==> src/rtl/aes_seq_pkg.sv <==
`default_nettype none
//------------------------------------------------------------------------------
// Module   : aes_seq_pkg
// Brief    : Shared encodings for the AES-128 round sequencer: FSM states,
//            mode and opcode values, and the key-schedule RCON table.
// Revision : 1.0 - initial release
//------------------------------------------------------------------------------
package aes_seq_pkg;

   // Sequencer states
   localparam logic [2:0] ST_IDLE = 3'd0;
   localparam logic [2:0] ST_KS   = 3'd1;
   localparam logic [2:0] ST_ENC  = 3'd2;
   localparam logic [2:0] ST_DEC  = 3'd3;
   localparam logic [2:0] ST_FIN  = 3'd4;

   // Operation modes presented with start
   localparam logic [1:0] MODE_KS  = 2'b00;
   localparam logic [1:0] MODE_ENC = 2'b01;
   localparam logic [1:0] MODE_DEC = 2'b10;
   localparam logic [1:0] MODE_RSV = 2'b11;

   // Datapath opcodes
   localparam logic [2:0] OP_LOAD   = 3'd0;
   localparam logic [2:0] OP_XOR    = 3'd1;
   localparam logic [2:0] OP_ADDRK  = 3'd2;
   localparam logic [2:0] OP_ENCSSM = 3'd3;
   localparam logic [2:0] OP_ENCSS  = 3'd4;
   localparam logic [2:0] OP_INVMC  = 3'd5;
   localparam logic [2:0] OP_DECSSM = 3'd6;
   localparam logic [2:0] OP_DECSS  = 3'd7;

   // Round constants for rounds 1..10, round 1 in the low byte
   localparam int         RCON_ENTRIES = 10;
   localparam logic [79:0] RCON_TABLE  = {8'h36, 8'h1b, 8'h80, 8'h40, 8'h20,
                                          8'h10, 8'h08, 8'h04, 8'h02, 8'h01};

endpackage
`default_nettype wire

==> src/rtl/aes_rcon_rom.sv <==
`default_nettype none
//------------------------------------------------------------------------------
// Module   : aes_rcon_rom
// Brief    : Round-constant lookup; index 1..10 selects RCON, anything else
//            returns 0x00.
// Revision : 1.0 - initial release
//------------------------------------------------------------------------------
module aes_rcon_rom
   import aes_seq_pkg::*;
(
   input  logic [3:0] idx,
   output logic [7:0] rcon
);

   logic [3:0] w_sel;
   logic [6:0] w_bit;

   // Table is stored round 1 first, so shift the 1-based index down by one
   always_comb begin
      w_sel = idx - 4'd1;
      w_bit = {w_sel, 3'b000};
      rcon  = 8'h00;
      if ((idx >= 4'd1) && (idx <= 4'(RCON_ENTRIES))) begin
         rcon = RCON_TABLE[w_bit +: 8];
      end
   end

endmodule
`default_nettype wire

==> src/rtl/aes128_round_seq.sv <==
`default_nettype none
//------------------------------------------------------------------------------
// Module   : aes128_round_seq
// Brief    : Issues the operation stream for an AES-128 round datapath:
//            key schedule, encryption and decryption over a valid/ready
//            handshake. Operation fields decode from state and round counter,
//            so they cannot move while a transfer is stalled.
// Revision : 1.0 - initial release
//------------------------------------------------------------------------------
module aes128_round_seq
   import aes_seq_pkg::*;
#(
   parameter int NR  = 10,
   parameter int OPW = 3
)
(
   input  logic           clk,
   input  logic           rst,
   input  logic           start,
   input  logic [1:0]     mode,
   output logic           busy,
   output logic           done,
   output logic           err,
   output logic           keys_valid,
   output logic           op_valid,
   input  logic           op_ready,
   output logic [OPW-1:0] op_code,
   output logic [3:0]     op_rk_idx,
   output logic [7:0]     op_rcon,
   output logic           op_rk_we
);

   localparam logic [3:0] c_nr = 4'(NR);

   logic [2:0] r_state;
   logic [3:0] r_cnt;
   logic       r_phase;      // decrypt: 0 = INVMC next, 1 = DECSSM next
   logic       r_ks_run;     // current sequence is a key schedule
   logic       r_err;
   logic       r_keys_valid;

   logic [2:0] w_code;
   logic [3:0] w_idx;
   logic       w_we;
   logic       w_last;
   logic       w_xfer;
   logic [7:0] w_rcon;

   aes_rcon_rom u_rcon (
      .idx  (r_cnt),
      .rcon (w_rcon)
   );

   assign busy       = (r_state != ST_IDLE);
   assign done       = (r_state == ST_FIN);
   assign err        = r_err;
   assign keys_valid = r_keys_valid;
   assign op_valid   = (r_state == ST_KS) || (r_state == ST_ENC) || (r_state == ST_DEC);
   assign w_xfer     = op_valid && op_ready;
   assign op_code    = OPW'(w_code);
   assign op_rk_idx  = w_idx;
   assign op_rk_we   = w_we;
   assign op_rcon    = ((r_state == ST_KS) && (w_code == OP_ADDRK)) ? w_rcon : 8'h00;

   // Decode the current operation from state, round counter and pair phase
   always_comb begin
      w_code = OP_LOAD;
      w_idx  = r_cnt;
      w_we   = 1'b0;
      w_last = 1'b0;
      case (r_state)
         ST_KS: begin
            w_code = (r_cnt == 4'd0) ? OP_LOAD : OP_ADDRK;
            w_we   = 1'b1;
            w_last = (r_cnt == c_nr);
         end
         ST_ENC: begin
            if (r_cnt == 4'd0)      w_code = OP_XOR;
            else if (r_cnt == c_nr) w_code = OP_ENCSS;
            else                    w_code = OP_ENCSSM;
            w_last = (r_cnt == c_nr);
         end
         ST_DEC: begin
            if (r_cnt == c_nr) begin
               w_code = OP_XOR;
            end else if (r_cnt == 4'd0) begin
               w_code = OP_DECSS;
               w_last = 1'b1;
            end else begin
               w_code = r_phase ? OP_DECSSM : OP_INVMC;
            end
         end
         default: begin
            w_idx = 4'd0;
         end
      endcase
   end

   // Sequencer FSM: start acceptance, per-transfer advance, completion
   always_ff @(posedge clk or posedge rst) begin
      if (rst) begin
         r_state      <= ST_IDLE;
         r_cnt        <= 4'd0;
         r_phase      <= 1'b0;
         r_ks_run     <= 1'b0;
         r_err        <= 1'b0;
         r_keys_valid <= 1'b0;
      end else begin
         r_err <= 1'b0;
         case (r_state)
            ST_IDLE: begin
               if (start) begin
                  r_phase <= 1'b0;
                  if (mode == MODE_KS) begin
                     r_state      <= ST_KS;
                     r_cnt        <= 4'd0;
                     r_ks_run     <= 1'b1;
                     r_keys_valid <= 1'b0;
                  end else if ((mode == MODE_ENC) && r_keys_valid) begin
                     r_state  <= ST_ENC;
                     r_cnt    <= 4'd0;
                     r_ks_run <= 1'b0;
                  end else if ((mode == MODE_DEC) && r_keys_valid) begin
                     r_state  <= ST_DEC;
                     r_cnt    <= c_nr;
                     r_ks_run <= 1'b0;
                  end else begin
                     r_err <= 1'b1;
                  end
               end
            end
            ST_KS, ST_ENC, ST_DEC: begin
               if (w_xfer) begin
                  if (w_last) begin
                     r_state <= ST_FIN;
                     r_cnt   <= 4'd0;
                     r_phase <= 1'b0;
                  end else if (r_state == ST_DEC) begin
                     if (r_cnt == c_nr) begin
                        r_cnt   <= c_nr - 4'd1;
                        r_phase <= 1'b0;
                     end else if (r_phase) begin
                        r_cnt   <= r_cnt - 4'd1;
                        r_phase <= 1'b0;
                     end else begin
                        r_phase <= 1'b1;
                     end
                  end else begin
                     r_cnt <= r_cnt + 4'd1;
                  end
               end
            end
            ST_FIN: begin
               r_state <= ST_IDLE;
               if (r_ks_run) r_keys_valid <= 1'b1;
            end
            default: begin
               r_state <= ST_IDLE;
               r_cnt   <= 4'd0;
               r_phase <= 1'b0;
            end
         endcase
      end
   end

endmodule
`default_nettype wire

==> config.mk <==
export PLATFORM = sky130hd
export DESIGN_NAME = aes128_round_seq
export DESIGN_NICKNAME = d
export VERILOG_FILES = /design/src/rtl/aes_seq_pkg.sv /design/src/rtl/aes_rcon_rom.sv /design/src/rtl/aes128_round_seq.sv
export SDC_FILE = /design/constraint.sdc
export NUM_CORES = 1
export LEC_CHECK = 0
export ABC_CLOCK_PERIOD_IN_PS = 4500
export BUFFER_PORTS_ARGS = -buffer_cell sky130_fd_sc_hd__buf_2
export CELL_PAD_IN_SITES_DETAIL_PLACEMENT = 2
export CELL_PAD_IN_SITES_GLOBAL_PLACEMENT = 2
export CORE_MARGIN = 3
export CORE_UTILIZATION = 35
export CTS_CLUSTER_DIAMETER = 60
export DETAILED_ROUTE_END_ITERATION = 8
export PLACE_DENSITY = 0.85
export SETUP_SLACK_MARGIN = 0.4
export SLEW_MARGIN = 15
export SYNTH_ARGS = -nofsm -noshare
export SYNTH_HDL_FRONTEND = slang
export SYNTH_SLANG_ARGS = --single-unit
==> constraint.sdc <==
create_clock -name clk -period 4.5 [get_ports clk]
set_input_delay 0.9 -clock clk [delete_from_list [all_inputs] [get_ports clk]]
set_output_delay 0.9 -clock clk [all_outputs]
set_load 0.01 [all_outputs]
After elaboration in Yosys (flattened, before gate mapping)
Index checks and enable logic that the tools add are counted.

Register bits: 11. Input port bits: 6. Output and inout bits: 21. Word-level logic and storage cells: 98.

Add/sub/neg operators: 2. Magnitude comparators: 2. Eq/ne operators: 16. Shift operators: 1. Muxes and demuxes: 50. Bitwise operators: 1. Reductions and logical operators: 20.

Operators with widths (count): 80-bit by 8-bit variable part select with 8-bit output (first input constant) (1); 4-bit two-way mux (10); 3-bit two-way mux (9); 1-bit two-way mux (20); 8-bit two-way mux (2); 4-bit case mux with 3 select lines (1); 4-bit AND reduction (3); 3-bit by 2-bit equality test with 1-bit output (second input constant) (3); 3-bit case mux with 3 select lines (1); 2-bit two-way mux (3); 2-bit by 1-bit inequality test with 1-bit output (second input constant) (3); 3-bit case mux with 2 select lines (1); 3-bit nonzero test (2); 1-bit logical AND (5); 5-bit inequality test (second input constant) (1); 5-bit AND reduction (1); 4-bit by 1-bit adder with 4-bit output (second input constant) (1); 4-bit equality test (second input constant) (1); 4-bit by 1-bit >= comparator with 1-bit output (second input constant) (1); 4-bit less-or-equal comparator (second input constant) (1); 4-bit zero test (1); 2-bit inequality test (second input constant) (2); 4-bit inequality test (second input constant) (1); 1-bit case mux with 2 select lines (2); other kinds (15) (16).

Depth between registers and ports, before layout
Depth after elaboration: 7. Depth in mapped cells: 9. Gate-level depth less buffers: 7.

Modules after synthesis
A second synthesis with hierarchy kept.

Cell total of the unflattened synthesis: 167. Area total of the unflattened synthesis: 1356.3 um^2.

By module, submodules not included: aes128_round_seq (times used 1, cells each 110, area each 958.4 um^2, sequential area each 275.3 um^2); aes_rcon_rom (times used 1, cells each 57, area each 397.9 um^2, sequential area each 0.0 um^2).

Worst setup path after synthesis
No wires, ideal clock.

Kind: register to output. Start: reg r_cnt[0]. End: out op_rcon[5]. Data arrival time: 1.700 ns. Data required time: 3.600 ns. Path slack: 1.900 ns. Stages on the path, launching flop included: 8. Path buffers: 2. Path through: dfrtp_1 > buf_2 > inv_1 > ha_1 > buf_2 > xor2_1 > xor2_1 > nor3b_1.

Cells in the longest elaborated chain, start to end: 7. Elaborated cells between the ends (all ways): 17. Those cells by class: 1 x add/sub; 2 x order compare; 2 x eq/ne; 1 x shift; 8 x mux; 3 x reduce/logical.

RTL lines: start: declaration (line aes128_round_seq.sv:36) `logic [3:0] r_cnt;`; start signal: assignment (line aes128_round_seq.sv:125) `r_cnt <= c_nr;`; start signal: assignment (line aes128_round_seq.sv:140) `r_cnt <= c_nr - 4'd1;`; start signal: assignment (line aes128_round_seq.sv:143) `r_cnt <= r_cnt - 4'd1;`; branches (longest 6 deep; another with 4-bit by 1-bit subtractor with 4-bit output); 8-bit two-way mux * (line aes128_round_seq.sv:63) `assign op_rcon = ((r_state == ST_KS) && (w_code == OP_ADDRK)) ? w_rcon : 8'h00;`; end: declaration (line aes128_round_seq.sv:29) `output logic [7:0] op_rcon,`.

Mark *: on every way between the ends.

Worst setup path after layout
Start: reg r_cnt[0]. End: out op_rcon[2].

Same word-level chain as after synthesis.

==> impl_summary.txt <==
----------------------------------------------------
[Status]
  Status ... complete, no violations

[Synth]
  Post-synth design cell area ... 0.001275 mm²
  Average footprint of a synthesized cell ... 8.615 µm²
  Sequential cell area fraction in the yosys report ... 0.2159
  Number of distinct library cells after synthesis ... 52
  Net count of the mapped netlist ... 161
  Primary FF master, synth ... sky130_fd_sc_hd__dfrtp_1
  Number of synthesized flops with an enable pin ... 0
  Number of standard cells after synthesis ... 148
  Count of state elements after synthesis ... 11
  Asr flop ratio synth ... 1.000
  Ys Warns ... 0

[Finish]
  Number of non-filler instances in the completed layout ... 213
  Share of post-route cells with drive strength above 1 ... 0.2754
  Diodes inserted ... 0
  Top library cells by usage in the layout, fill and taps aside ... sky130_fd_sc_hd__buf_2 (26), sky130_fd_sc_hd__nor2_1 (16), sky130_fd_sc_hd__nor3_1 (12)
  Post-route design area ... 0.001403 mm²
  Most common library cell in the layout ignoring fill and taps ... sky130_fd_sc_hd__buf_2
  Post-layout nets ... 181
  Area growth, synth to finish ... 10.01%

[Pwr]
  Power density over the cells ... 818.4 mW/mm²
  Worst vdd rail ir drop ... 0.0002920 V
  Leak ... 0.6629 nW

[Clocking]
  Root buffer selected by CTS ... sky130_fd_sc_hd__clkbuf_4
  Worst-Skew Late Latency ... 0.27 ns
  Largest buffer count on any clock path ... 2
  Number of buffers created by CTS ... 3
  Hold-fix buffer count after cts ... 0
  Setup bufs post-CTS ... 0
  CTS tree ... built
  Level count of the clock H-tree ... 1
  Clock transition at the register clock pins on the worst setup and hold paths after CTS ... 0.06 ns
  Number of clock sinks ... 11
  PostCTS Resize Cnt ... 0

[STA]
  Slew Viols, Final ... 0
  Post-route worst hold slack ... 0.5417 ns
  Highest Clock Rate ... 0.3072 GHz
  Count of final setup violators ... 0
  Final-report hold violation count ... 0
  Post-route clock skew ... 0.01116 ns
  Remaining max-slew budget at the tightest pin ... 0.5238
  Final period util ... 0.7235
  Final min period ... 3.256 ns
  Tightest Pin Transition ... 0.7143 ns
  Setup repair after global routing missed its margin ... false
  Sum of negative setup slack ... 0 ns

[Setup path]
  CP max stage delay ... 0.56 ns
  Critical path required time ... 3.60 ns
  Critical path class ... reg2out
  Startpoint types ... flip-flop
  Crit-path max FO ... 11
  FF-to-FF Start ... r_cnt[0]$_DFFE_PP0P_
  Master of the slowest instance on the critical path ... sky130_fd_sc_hd__dfrtp_1
  Arrival time at the worst endpoint ... 2.36 ns
  Capturing element type of the critical path ... primary output
  Cell-by-cell listing of the critical path ... inv_1, ha_1, nor2b_1, a211oi_1, o21ai_0, nor2_1, buf_2
  Source of the critical timing path ... r_cnt[0]$_DFFE_PP0P_

[Global route]
  Total global-route track usage ... 0.1843
  Initial antenna violation count ... 0
  Pin count of the biggest net entering global routing ... 20
  Vias in the first global route ... 1240
  Wire length of the first global-routing pass ... 6258 µm
  Overflow left after global routing ... 0

[Place]
  Buffers on Ports ... 26
  Placed Area ... 0.001376 mm²
  RePlAce Congestion ... 0.8370
  Placed wire-length estimate after detailed placement ... 2824 µm
  Number of cells in the design after placement ... 209

[Die]
  Floorplan die width ... 66.36 µm
  Die outline height ... 66.36 µm
  # rows ... 21
  Die Footprint ... 0.004403 mm²
  Initial core utilization ... 0.3733
  I/O pin count ... 27
  Floorplan Core Area ... 0.003416 mm²

[Drt]
  Detailed-route wire length ... 3615 µm
  Violation count after the first detailed-route iteration ... 33
  Remaining DRCs ... 0
  Number of vias per cell ... 5.371
  Number of routed nets with antenna violations ... 0
  Average wire per cell in the routed design ... 16.97 µm
  Via total after detailed routing ... 1144
  Detailed Routing Iterations Pass 1 ... 3

[Min path]
  Hold Path Class ... reg2reg
  Min-Delay Startpoint ... r_ks_run$_DFFE_PP0P_

[Run]
  Max-cap violations ... 0

----------------------------------------------------
## synth_stat cells (all sizes together) (4+ instances only)
library cell   n  area [µm²]
nor2          17       66.32
dfrtp         11       275.3
ha             7       87.58
a21oi          6       30.03
nor3b          4       30.03
mux2           5       56.30
nor3          13       70.07
o21ai          6       30.03
mux2i          5       50.05
nand2         10       40.04
inv            9       33.78
buf            9       77.57
## metal layers
metal | up-vias | wire, µm | global-route usage
li1 | 565 | - | -
met1 | 558 | 1742 | 0.2562
met2 | 19 | 1734 | 0.2986
met3 | 2 | 120 | 0.04422
met4 | 0 | 18 | 0.01523
met5 | - | 0 | 0
## cell families (layout without fill, tap and decap cells)
| group | Yosys count | in the layout | share of synthesized area |
|---|---|---|---|
| and+or+nand+nor | 66 | 66 | 0.3288 |
| AOI/OAI and AO/OA | 30 | 30 | 0.1757 |
| buffers and inverters | 20 | 39 | 0.09420 |
| DFF | 11 | 11 | 0.2159 |
| muxes | 10 | 10 | 0.08341 |
| adders and majority gates | 7 | 7 | 0.06869 |
| xor gates and xnor gates | 4 | 4 | 0.03337 |
## final cells by class
type	instances	area [µm²]
fill	398	2013
timing repair buffer	26	130.1
multi-input combinational	117	879.6
inverter	9	33.78
tap	46	57.56
sequential	11	275.3
clock buffer	4	26.28
## worst paths after layout
kind                            cells past startpoint  slack (ns)                endpoint
worst min-delay path                                1        0.54    r_ks_run$_DFFE_PP0P_
worst max register to register                      7        2.05  r_state[0]$_DFFE_PP0P_
worst min register to register                      1        0.54    r_ks_run$_DFFE_PP0P_
worst max-delay path                                7        1.24              op_rcon[2]
min in group asynchronous                           2        0.62           err$_DFF_PP0_
max in group asynchronous                           2        3.54    r_cnt[0]$_DFFE_PP0P_
## through the flow
step,power (mW),worst slack [ns],utilization
finish,1.148,1.244,0.4106
global route,1.278,0.9845,0.4106
CTS,1.162,1.225,0.4106
detailed placement,1.087,1.538,0.4029
global placement,1.047,1.716,0.4029
floorplan,0.9133,1.900,-
## worst max-delay path, delay by kind of cell, from the launching register on
family | cells | cell delay [ns]
AO/OA/AOI/OAI | 2 | 0.53
adder cells (fa/ha/maj) | 1 | 0.33
buffers and inverters | 2 | 0.38
flip-flops | 1 | 0.56
AND/OR/NAND/NOR | 2 | 0.28
## sequential cells by signal (all words and copies together), names as in the netlist
signal	cells
r_cnt	4
r_state	3
err	1
keys_valid	1
r_ks_run	1
r_phase	1
## report_power, final
| part | internal, mW | leakage (nW) | switching (mW) | total, mW |
|---|---|---|---|---|
| clock network | 0.0344 | 0.0150 | 0.0347 | 0.0691 |
| logic | 0.363 | 0.505 | 0.449 | 0.812 |
| registers | 0.137 | 0.143 | 0.129 | 0.267 |
| total | 0.535 | 0.663 | 0.613 | 1.15 |
No activity file was read; power rests on OpenSTA's default activity.
